File: config.mk
export PLATFORM = sky130hd
export DESIGN_NAME = ahb_master_arbiter
export DESIGN_NICKNAME = d
export VERILOG_FILES = /design/src/rtl/ahb_master_arbiter.sv
export SDC_FILE = /design/constraint.sdc
export NUM_CORES = 1
export LEC_CHECK = 0
export CAP_MARGIN = 40
export CORE_ASPECT_RATIO = 1.1
export CORE_MARGIN = 10
export CORE_UTILIZATION = 57
export DETAILED_ROUTE_END_ITERATION = 10
export DONT_BUFFER_PORTS = 1
export PLACE_DENSITY = 0.7
export SKIP_LAST_GASP = 1
export SLEW_MARGIN = 20
export SYNTH_ARGS = -nofsm -noshare
export SYNTH_HDL_FRONTEND = slang
export SYNTH_SLANG_ARGS = --single-unit
File: constraint.sdc
create_clock -name clk -period 4.5 [get_ports clk]
set_input_delay 0.675 -clock clk [delete_from_list [all_inputs] [get_ports clk]]
set_output_delay 0.675 -clock clk [all_outputs]
set_load 0.1 [all_outputs]
File: src/rtl/ahb_master_arbiter.sv
// ahb_master_arbiter
//   Shares one AHB master command port among NREQ pixel-engine requesters. Round-robin
//   grant, one transaction in flight. The winner's command is captured at grant and held
//   on the master port for the whole BUSY state. Read data or error is routed back to the
//   winner in a single RESP cycle.
//
// Ports
//   clk, n_rst                          clock (rising edge), async active-low reset
//   req_valid/write/pixnum/wdata/sel    packed per-requester command fields
//   gnt                                 one-hot pulse, request accepted and captured
//   rsp_valid, rsp_rdata, rsp_err       one-hot completion pulse, read data, error flag
//   hang                                watchdog flag, cleared at next completion
//   m_mode/m_pixnum/m_wdata/m_sel/m_size  command to the AHB master
//   m_feedback, m_rdata, m_error        completion signals from the AHB master
module ahb_master_arbiter #(
    parameter int unsigned NREQ        = 3,
    parameter logic [1:0]  XFER_SIZE   = 2'b10,
    parameter int unsigned WDOG_CYCLES = 255
) (
    input  logic                 clk,
    input  logic                 n_rst,
    input  logic [NREQ-1:0]      req_valid,
    input  logic [NREQ-1:0]      req_write,
    input  logic [NREQ*20-1:0]   req_pixnum,
    input  logic [NREQ*32-1:0]   req_wdata,
    input  logic [NREQ-1:0]      req_sel,
    output logic [NREQ-1:0]      gnt,
    output logic [NREQ-1:0]      rsp_valid,
    output logic [31:0]          rsp_rdata,
    output logic                 rsp_err,
    output logic                 hang,
    output logic [1:0]           m_mode,
    output logic [19:0]          m_pixnum,
    output logic [31:0]          m_wdata,
    output logic                 m_sel,
    output logic [1:0]           m_size,
    input  logic                 m_feedback,
    input  logic [31:0]          m_rdata,
    input  logic                 m_error
);

    localparam int unsigned PW = (NREQ > 1) ? $clog2(NREQ) : 1;

    typedef enum logic [1:0] {StArb, StBusy, StResp} state_e;

    state_e          state_q, state_d;
    logic [PW-1:0]   ptr_q, ptr_d;
    logic [PW-1:0]   winner_q, winner_d;
    logic            write_q, write_d;
    logic [19:0]     pixnum_q, pixnum_d;
    logic [31:0]     wdata_q, wdata_d;
    logic            sel_q, sel_d;
    logic            err_q, err_d;
    logic [15:0]     wdog_q, wdog_d;
    logic            hang_q, hang_d;

    logic            found;
    logic [PW-1:0]   win_idx;
    logic [PW-1:0]   cand;

    // Round-robin search: first valid requester scanning ptr, ptr+1, ... modulo NREQ.
    always_comb begin
        found   = 1'b0;
        win_idx = '0;
        cand    = '0;
        for (int i = 0; i < NREQ; i++) begin
            cand = PW'((int'(ptr_q) + i) % NREQ);
            if (!found && req_valid[cand]) begin
                found   = 1'b1;
                win_idx = cand;
            end
        end
    end

    always_comb begin
        state_d  = state_q;
        ptr_d    = ptr_q;
        winner_d = winner_q;
        write_d  = write_q;
        pixnum_d = pixnum_q;
        wdata_d  = wdata_q;
        sel_d    = sel_q;
        err_d    = err_q;
        wdog_d   = wdog_q;
        hang_d   = hang_q;

        gnt       = '0;
        rsp_valid = '0;
        rsp_rdata = '0;
        rsp_err   = 1'b0;
        m_mode    = 2'b00;
        m_pixnum  = '0;
        m_wdata   = '0;
        m_sel     = 1'b0;

        unique case (state_q)
            StArb: begin
                if (found) begin
                    gnt[win_idx] = 1'b1;
                    winner_d     = win_idx;
                    write_d      = req_write[win_idx];
                    pixnum_d     = req_pixnum[20*win_idx +: 20];
                    wdata_d      = req_wdata[32*win_idx +: 32];
                    sel_d        = req_sel[win_idx];
                    state_d      = StBusy;
                end
            end
            StBusy: begin
                m_mode   = write_q ? 2'b10 : 2'b01;
                m_pixnum = pixnum_q;
                m_wdata  = wdata_q;
                m_sel    = sel_q;
                if (wdog_q != 16'hFFFF) begin
                    wdog_d = wdog_q + 16'd1;
                end
                // Flag only; the transaction keeps waiting for the master.
                if (wdog_d >= 16'(WDOG_CYCLES)) begin
                    hang_d = 1'b1;
                end
                // Error takes priority when both arrive in the same cycle.
                if (m_error) begin
                    err_d   = 1'b1;
                    state_d = StResp;
                end else if (m_feedback) begin
                    err_d   = 1'b0;
                    state_d = StResp;
                end
            end
            StResp: begin
                rsp_valid[winner_q] = 1'b1;
                rsp_err             = err_q;
                // Master presents read data the cycle after m_feedback.
                rsp_rdata = (!write_q && !err_q) ? m_rdata : 32'd0;
                ptr_d     = (int'(winner_q) == NREQ - 1) ? '0 : winner_q + PW'(1);
                wdog_d    = '0;
                hang_d    = 1'b0;
                state_d   = StArb;
            end
            default: begin
                state_d = StArb;
            end
        endcase
    end

    assign hang   = hang_q;
    assign m_size = XFER_SIZE;

    always_ff @(posedge clk or negedge n_rst) begin
        if (!n_rst) begin
            state_q  <= StArb;
            ptr_q    <= '0;
            winner_q <= '0;
            write_q  <= 1'b0;
            pixnum_q <= '0;
            wdata_q  <= '0;
            sel_q    <= 1'b0;
            err_q    <= 1'b0;
            wdog_q   <= '0;
            hang_q   <= 1'b0;
        end else begin
            state_q  <= state_d;
            ptr_q    <= ptr_d;
            winner_q <= winner_d;
            write_q  <= write_d;
            pixnum_q <= pixnum_d;
            wdata_q  <= wdata_d;
            sel_q    <= sel_d;
            err_q    <= err_d;
            wdog_q   <= wdog_d;
            hang_q   <= hang_d;
        end
    end

endmodule

==> impl_metrics.py, run 1 <==
metrics = {
    "pwr": {
        "p_comb_share_pct": 72.1,
        "seqPwrFrac_pct": 19.1,
        "intPower_mw": 3.00,
        "p_leak_nw": 3.52,
        "peakVddDrop_mv": 0.725,
        "pwr-share-clk_pct": 8.8,
        "p_switching_mw": 3.67,
        "cellPowerDensity_nw_per_um2": 900,
        "swShare_pct": 55.0,
    },
    "clocking": {
        "clock_latency_ps": 350,
        "htree_levels": 3,
        "cts_tree": "built",
        "cts_made_buffers": 9,
        "cts.sinks": 78,
        "clkSlewWorstSetupHoldPaths_ps": 80,
        "cts_max_path_buffers": 2,
        "root_buffer": "clkbuf_8",
    },
    "routing": {
        "avgRoutedWirePerCell_um": 22.6,
        "dr_total_vias": 5098,
        "ant_nets": 0,
        "drc": 0,
        "finalWirelength_um": 19300,
        "drtPass1Iterations": 4,
        "vias_per_cell": 5.95,
        "drt_iter0_markers": 290,
    },
    "logic_synthesis": {
        "ys_top_cells_by_count": "88 x and2_1, 78 x dfrtp_1, 76 x nor2_1",
        "synth_xor_area_share_pct": 0.483,
        "yosysTopAreaCellShare_pct": 35.9,
        "synth.area.mux_share_pct": 10.9,
        "synth.most_common_cell": "and2_1",
        "yosys-top-cells-area": "dfrtp_1 36%, mux2i_1 11%, and2_1 10%",
        "syn-num-nets": 876,
        "synthArstFlopShare_pct": 100,
        "ys_warn_count": 0,
        "synth_compound_area_share_pct": 18.0,
        "synth_ff_type": "dfrtp_1",
        "synthCells": 669,
        "synth_edf_count": 0,
        "yosysSeqAreaShare_pct": 35.9,
        "synth_area_leader_cell": "dfrtp_1",
        "synth.distinct_cells": 55,
        "synth_seq_cells": 78,
        "netlist_area_um2": 5440,
        "synth-simple-area-share_pct": 27.1,
        "synth_top_family_by_area": "simple AND/OR/NAND/NOR gates",
        "avgSynthCellArea_um2": 8.13,
        "synthAdderAreaFrac_pct": 1.75,
    },
    "global_route": {
        "grt_max_degree": 107,
        "antenna_found_initial": 2,
        "grt_pass1_vias": 5333,
        "track_usage_pct": 25.9,
        "grt_pass1_wl_um": 28900,
        "overflow": 0,
    },
    "floorplanning": {
        "rows": 37,
        "design.core.area_um2": 9350,
        "die_area_um2": 13900,
        "dieWidth_um": 113,
        "pin_count": 298,
        "fp.dieH_um": 122,
        "start_util_pct": 58.2,
    },
    "sta": {
        "fmax_mhz": 297,
        "tightest_slew_ps": 727,
        "hold_viol": 0,
        "finalCritPeriodShare_pct": 74.9,
        "finalSetupViolations": 0,
        "rsz0062_at_grt": "no",
        "period_minus_slack_ps": 3370,
        "relSlewSlack_pct": 51.5,
        "fin_skew_ps": 7.25,
        "finalMaxSlewViolations": 0,
        "setup_ws_ps": 1130,
        "setup-tns-final_ps": 0,
    },
    "placement": {
        "place_congestion": 0.950,
        "dp_hpwl_um": 15300,
        "dpl_cell_area_um2": 7130,
        "io_buffers": 0,
        "dp_slack_ps": 1510,
    },
    "worst_setup_path": {
        "timing.rr.end": "pixnum_q[18]",
        "critPathRequiredTime_ps": 3830,
        "worstReg2RegStart": "ptr_q[0]",
        "crit_path_end_kind": "output port",
        "worst-r2r-cell-count": 9,
        "cp_max_fo": 7,
        "r2r_slack_ps": 1620,
        "cp.arrival_ps": 2700,
        "crit_type": "reg -> out",
        "cp-start-kind": "register",
    },
    "hold_path": {
        "hold_path_class": "in -> async",
    },
    "outcome": {
        "status": "finished, final reports clean",
    },
    "flow_run": {
        "maxCapViolations": 0,
    },
    "final_layout": {
        "area_delta_synth_final_pct": 36.4,
        "fin_area_um2": 7420,
        "drive_above_1_share_pct": 19.4,
        "fin_nets": 941,
        "final_util_pct": 79.3,
    },
}
-- timing repair --
action | CTS | global route
hold buffers | 2 | 2
resized for setup | 0 | 0
hold endpoints to repair | 13 | 5
buffers inserted | 0 | 0
-- layer usage --
layer	vias to the layer above	global-route usage, %	share of wire [%]
met5	-	0	0.067
met4	2	10.6	3.3
met3	44	8.88	9.3
met2	259	45.6	52
met1	2375	28.0	35
li1	2418	-	-
-- through the flow --
| step | hold slack, ps | power (mW) | cells |
|---|---|---|---|
| finish | 14.0 | 6.68 | 857 |
| global placement | 384 | 4.98 | 774 |
| detailed placement | 383 | 6.07 | 835 |
| floorplan | 379 | 4.54 | 669 |
| CTS | 0.679 | 6.67 | 853 |
| global route | 2.89 | 7.05 | 856 |
-- cell families after synthesis --
kind of cell,count (synthesis)
simple gates,281
compound gates,169
flops,78
buf+inv,69
mux,59
fa+ha+maj,8
xor+xnor,3
other cells,2
-- placed cells by master (no fill, tap or decap), types with 3 or more instances in the layout --
master / count
nor2_1: 74
dlygate4sd3_1: 4
mux2i_1: 59
o22ai_1: 3
and3_1: 7
a21o_1: 3
clkbuf_8: 10
a31oi_1: 5
buf_4: 41
nand2_1: 66
a22o_1: 4
a31o_2: 3
nand4_1: 6
a41oi_1: 3
nand2b_1: 3
nand3_1: 6
inv_1: 15
buf_16: 40
nor2_2: 3
ha_1: 5
a21oi_1: 73
and2_1: 88
o21ai_0: 20
o2bb2ai_1: 4
buf_8: 20
nor3_1: 6
o21ai_1: 38
dfrtp_1: 78
-- power by group through the flow --
stage / Sequential, mW / Combinational, mW / Clock (mW)
floorplan: 1.19 / 3.35 / 0
global placement: 1.28 / 3.70 / 0
detailed placement: 1.28 / 4.78 / 0
CTS: 1.27 / 4.80 / 0.598
global route: 1.31 / 5.10 / 0.632
finish: 1.28 / 4.81 / 0.588
-- worst max-delay path: stages, from the launching register on --
cell and delay (ps):
dfrtp_1 350, inv_1 70, ha_1 400, maj3_1 380, a21oi_1 440, nand2_4 170, nor3b_4 210, buf_4 330
-- how the worst max path moves through the flow --
stage | startpoint | endpoint | slack (ps) | depth (start not counted)
after global routing | ptr_q[0] | gnt[0] | 990 | 7
after floorplan | ptr_q[0] | gnt[0] | 820 | 8
after detailed placement | ptr_q[0] | gnt[0] | 1510 | 7
final | ptr_q[0] | gnt[0] | 1130 | 7
after CTS | ptr_q[0] | gnt[0] | 1110 | 7
after global placement | state_q[0] | rsp_rdata[29] | 1570 | 6
-- flip-flops by register name, indices dropped and copies added, names as in the netlist --
| name | flops |
|---|---|
| wdata_q | 32 |
| pixnum_q | 20 |
| wdog_q | 16 |
| ptr_q | 2 |
| state_q | 2 |
| winner_q | 2 |
| err_q | 1 |
| hang | 1 |
| sel_q | 1 |
| write_q | 1 |
-- area by class of cell --
cell class              instances  area (um2)
diodes                          1        2.50
clock buffers                  11         141
clock inverters                 5        81.3
fillers                       583        1930
inverters                      15        56.3
multi-input cells             522        3230
flip-flops and latches         78        1950
well taps                     117         146
repair buffers                108        1810
Power figures use the tool's default switching activity.
==> run 2: changes to the inputs <==
- clock period: 4.5 -> 3.5 ns (I/O delays scaled with it)
==> run 2 against run 1 <==
  * Sequential power increased by 25%
  * Combinational power grew 12%
  * Final area down 12%
  * Cell count shrank 0.47%
  * Count of clock-buffer cells in the layout is 1 lower
  * Critical path depth is the same
  * Utilization decreased by 9.5 points
  * Clock power up 32%
  * Largest power group unchanged
==> impl_metrics.py, run 2 (synthesis gave the netlist of run 1 again) <==
metrics = {
    "global_route": {
        "antenna_found_initial": 0,
        "grt_pass1_wl_um": 27300,
        "track_usage_pct": 23.8,
        "grt_pass1_vias": 5131,
        "overflow": 0,
        "grt_max_degree": 79,
    },
    "final_layout": {
        "layout_commonest_cell": "buf_4",
        "largest_register": "wdata_q",
        "regArea_um2": 1950,
        "drive_above_1_share_pct": 19.6,
        "top_regs": "wdata_q x32, pixnum_q x20, wdog_q x16",
        "n_antenna_cell": 0,
        "largest_reg_flops": 32,
        "final_util_pct": 69.8,
        "multi_input_area_um2": 3230,
        "fillers": 797,
        "final_cell_mix": "96 x buf_4, 88 x and2_1, 78 x dfrtp_1",
        "fin_nets": 938,
        "area_delta_synth_final_pct": 20.1,
    },
    "worst_setup_path": {
        "cp-start-kind": "register",
        "cp_num_buf_inv": 3,
        "cp_cell_sequence": "inv_1 -> ha_1 -> inv_1 -> nor2_1 -> o31a_2 -> nor2b_2 -> buf_12",
        "crit_path_end_kind": "output port",
        "worst-r2r-cell-count": 9,
        "startpoint": "ptr_q[0]",
        "cp.arrival_ps": 2550,
        "r2r_slack_ps": 960,
        "slowest_delay_ps": 620,
        "critPathRequiredTime_ps": 2970,
        "cp_max_fo": 34,
        "cpMostUsedCell": "inv_1",
        "worstReg2RegStart": "ptr_q[0]",
        "setup.worst_path.end": "gnt[2]",
        "crit_slowest_cell": "o31a_2",
        "worst-path-stages": 7,
        "crit_family": "compound AO/OA/AOI/OAI gates",
        "crit_type": "reg -> out",
        "timing.rr.end": "wdata_q[10]",
    },
    "sta": {
        "relSlewSlack_pct": 53.0,
        "setup-tns-final_ps": 0,
        "finalCritPeriodShare_pct": 87.8,
        "finalMaxSlewViolations": 0,
        "fmax_mhz": 325,
        "fin_skew_ps": 16.4,
        "rsz0062_at_grt": "no",
        "tightest_slew_ps": 705,
        "hold_viol": 0,
        "finalSetupViolations": 0,
        "period_minus_slack_ps": 3070,
    },
    "clocking": {
        "htree_levels": 3,
        "clock_latency_ps": 350,
        "cts_resized": 0,
        "root_buffer": "clkbuf_8",
        "cts_tree": "built",
        "cts_setup_buffers": 0,
        "cts_max_path_buffers": 2,
        "cts_made_buffers": 9,
        "cts.sinks": 78,
        "clkSlewWorstSetupHoldPaths_ps": 80,
    },
    "routing": {
        "avgRoutedWirePerCell_um": 20.4,
        "drtPass1Iterations": 6,
        "drt_iter0_markers": 206,
        "dr_total_vias": 4894,
        "vias_per_cell": 5.74,
        "finalWirelength_um": 17400,
        "ant_nets": 0,
        "drc": 0,
    },
    "placement": {
        "dp_hpwl_um": 13900,
        "place_congestion": 0.959,
        "io_buffers": 0,
    },
    "flow_run": {
        "maxCapViolations": 0,
    },
    "pwr": {
        "cellPowerDensity_nw_per_um2": 1190,
        "peakVddDrop_mv": 0.651,
        "p_leak_nw": 3.24,
        "finalPower_mw": 7.76,
    },
    "floorplanning": {
        "fp.dieH_um": 122,
        "dieWidth_um": 113,
        "pin_count": 298,
        "rows": 37,
        "start_util_pct": 58.2,
        "design.core.area_um2": 9350,
        "die_area_um2": 13900,
    },
    "outcome": {
        "status": "finished, final reports clean",
    },
    "hold_path": {
        "hold_path_class": "in -> async",
    },
}
[run 2: cell count changes in the layout (fill, tap and decap cells not counted), sizes merged]
cell | previous run | this run
buf | 103 | 104
dlygate4sd3 | 4 | 0
clkbuf | 12 | 11
clkinvlp | 1 | 2
diode | 1 | 0
[run 2: worst reg2reg max path, stage by stage, from the launching register on]
cell and delay [ps]:
dfrtp_1 390, inv_1 80, ha_1 300, inv_1 130, nor2_1 140, o31a_2 620
buf_12 370, nor2_1 130, a21oi_1 140, o21ai_0 110
[run 2: through the flow]
step	hold slack [ps]	area, um2	cells	worst slack [ps]
after floorplan	229	5450	669	91.2
after global placement	233	6210	833	874
after detailed placement	233	6270	836	806
after CTS	74.5	6530	853	426
after global routing	74.6	6530	853	243
final	59.3	6530	853	427
[run 2: worst min-delay path by stage]
stage	start	to	slack [ps]
finish	n_rst	winner_q[1]	60
global route	n_rst	winner_q[1]	70
CTS	n_rst	wdata_q[12]	70
detailed placement	n_rst	wdog_q[4]	230
global placement	n_rst	wdog_q[2]	230
floorplan	n_rst	err_q	230
[run 2: final cells by class]
cell class                 instances  share of cell area (%)
tap                              117                    2.24
timing repair buffer             105                    14.0
multi-input combinational        522                    49.5
sequential                        78                    29.9
inverter                          15                   0.862
clock buffer                      10                    2.11
clock inverter                     6                    1.42
[run 2: per-layer routing]
layer	part of all wire (%)	vias to the layer above	global-route usage, %
li1	-	2412	-
met1	36	2266	25.6
met2	53	204	43.0
met3	9.5	12	9.37
met4	1.1	0	5.95
met5	0	-	0
[run 2: where the power goes]
part / leakage [nW] / switching [mW] / internal [mW]
clock network: 0.109 / 0.353 / 0.425
logic: 2.16 / 3.88 / 1.50
registers: 0.968 / 0.287 / 1.31
total: 3.24 / 4.52 / 3.24
[run 2: what timing repair did]
action                                  in CTS  in global routing
hold buffers                                 1                  0
endpoints found under the hold margin       78                  0
endpoints found under the setup margin       0                  0
==> run 3: changes to the inputs <==
- HOLD_SLACK_MARGIN: unset -> 0.15
- REMOVE_ABC_BUFFERS: unset -> 1
==> run 3 against run 2 <==
  * Total power is 2.5% lower
  * Critical endpoint is now gnt[0]
  * Clock power is 13% lower
  * Critical path type unchanged
  * Routed wire length is 2.5% lower
==> impl_metrics.py, run 3 (synthesis gave the netlist of run 1 again) <==
metrics = {
    "outcome": {
        "status": "finished, final reports clean",
    },
    "placement": {
        "io_buffers": 0,
        "place_congestion": 0.926,
        "dp_slack_ps": 559,
        "dpl_cell_area_um2": 6240,
        "dp_hpwl_um": 13300,
    },
    "global_route": {
        "overflow": 0,
        "track_usage_pct": 22.9,
        "grt_pass1_wl_um": 26200,
        "grt_max_degree": 79,
        "antenna_found_initial": 0,
        "grt_pass1_vias": 5063,
    },
    "sta": {
        "fin_skew_ps": 15.0,
        "fmax_mhz": 309,
        "relSlewSlack_pct": 52.3,
        "finalSetupViolations": 0,
        "finalMaxSlewViolations": 0,
        "finalCritPeriodShare_pct": 92.5,
        "rsz0062_at_grt": "no",
        "setup_ws_ps": 262,
        "setup-tns-final_ps": 0,
        "hold_viol": 0,
        "period_minus_slack_ps": 3240,
        "tightest_slew_ps": 715,
    },
    "hold_path": {
        "hold_end": "err_q",
        "min-delay-start": "m_error",
        "hold_path_class": "in -> reg",
        "hold_path_depth": 1,
    },
    "pwr": {
        "peakVddDrop_mv": 0.677,
        "p_leak_nw": 3.23,
        "cellPowerDensity_nw_per_um2": 1170,
    },
    "worst_setup_path": {
        "cp_max_fo": 35,
        "crit_path_end_kind": "output port",
        "cp.arrival_ps": 2710,
        "crit_type": "reg -> out",
        "cp-start-kind": "register",
        "timing.rr.end": "wdata_q[18]",
        "critPathRequiredTime_ps": 2970,
        "worst-r2r-cell-count": 9,
        "worstReg2RegStart": "ptr_q[0]",
        "r2r_slack_ps": 560,
    },
    "clocking": {
        "cts_made_buffers": 9,
        "clkSlewWorstSetupHoldPaths_ps": 90,
        "cts.sinks": 78,
        "cts_max_path_buffers": 2,
        "htree_levels": 3,
        "clock_latency_ps": 360,
        "root_buffer": "clkbuf_8",
        "cts_tree": "built",
    },
    "routing": {
        "drt_iter0_markers": 282,
        "drtPass1Iterations": 5,
        "drc": 0,
        "dr_total_vias": 4952,
        "finalWirelength_um": 16900,
        "avgRoutedWirePerCell_um": 19.8,
        "vias_per_cell": 5.79,
        "ant_nets": 0,
    },
    "final_layout": {
        "n_antenna_cell": 0,
        "fin_area_um2": 6480,
        "largest_reg_flops": 32,
        "drive_above_1_share_pct": 19.6,
        "largest_register": "wdata_q",
        "area_delta_synth_final_pct": 19.1,
        "fin_nets": 940,
        "top_regs": "wdata_q x32, pixnum_q x20, wdog_q x16",
        "layout_commonest_cell": "buf_4",
        "final_cell_mix": "100 x buf_4, 88 x and2_1, 78 x dfrtp_1",
        "final_util_pct": 69.3,
    },
    "floorplanning": {
        "fp.dieH_um": 122,
        "dieWidth_um": 113,
        "start_util_pct": 58.2,
        "design.core.area_um2": 9350,
        "rows": 37,
        "die_area_um2": 13900,
        "pin_count": 298,
    },
    "flow_run": {
        "maxCapViolations": 0,
    },
}
[run 3: cell type report]
class                   count  area, um2
clock inverters             7       73.8
clock buffers               9        124
flip-flops and latches     78       1950
fillers                   769       2870
repair buffers            107        897
inverters                  15       56.3
multi-input cells         522       3230
well taps                 117        146
[run 3: worst max-delay path by stage]
stage	from	end	slack, ps	cells past startpoint
2_1_floorplan	ptr_q[0]	gnt[0]	-4420	5
3_3_place_gp	ptr_q[0]	gnt[1]	580	6
3_5_place_dp	ptr_q[0]	wdata_q[16]	560	9
4_1_cts	ptr_q[0]	gnt[0]	170	8
5_1_grt	ptr_q[0]	gnt[0]	80	8
6_report	ptr_q[0]	gnt[0]	260	8
[run 3: worst max-delay path, stage by stage, from the launching register on]
cell       delay (ps)
dfrtp_1           380
inv_1              70
ha_1              400
maj3_1            400
a21oi_2           250
nand2_4            80
buf_4             250
nor3b_2           280
clkbuf_16         240
[run 3: metal layers]
metal	GRT usage [%]	up-vias	routed length [um]
met5	0	-	0
met4	6.83	0	297
met2	40.6	214	9050
li1	-	2421	-
met1	25.4	2296	6210
met3	7.96	21	1380
[run 3: where the power goes]
part	switching, mW	total (mW)	internal, mW
combinational	3.85	5.30	1.45
clock	0.391	0.674	0.282
sequential	0.282	1.59	1.31
[run 3: per-stage QoR]
stage	hold WS, ps	power [mW]	cells
global route	298	8.08	855
detailed placement	234	6.92	837
CTS	298	7.62	855
finish	309	7.57	855
floorplan	229	5.82	615
global placement	233	6.72	834
[run 3: repair_timing]
item                                   in CTS  in global routing
setup endpoints to repair                   0                  1
endpoints found under the hold margin      78                  0
setup buffers                               0                  0
hold buffers                                2                  0
resized for setup                           0                  1
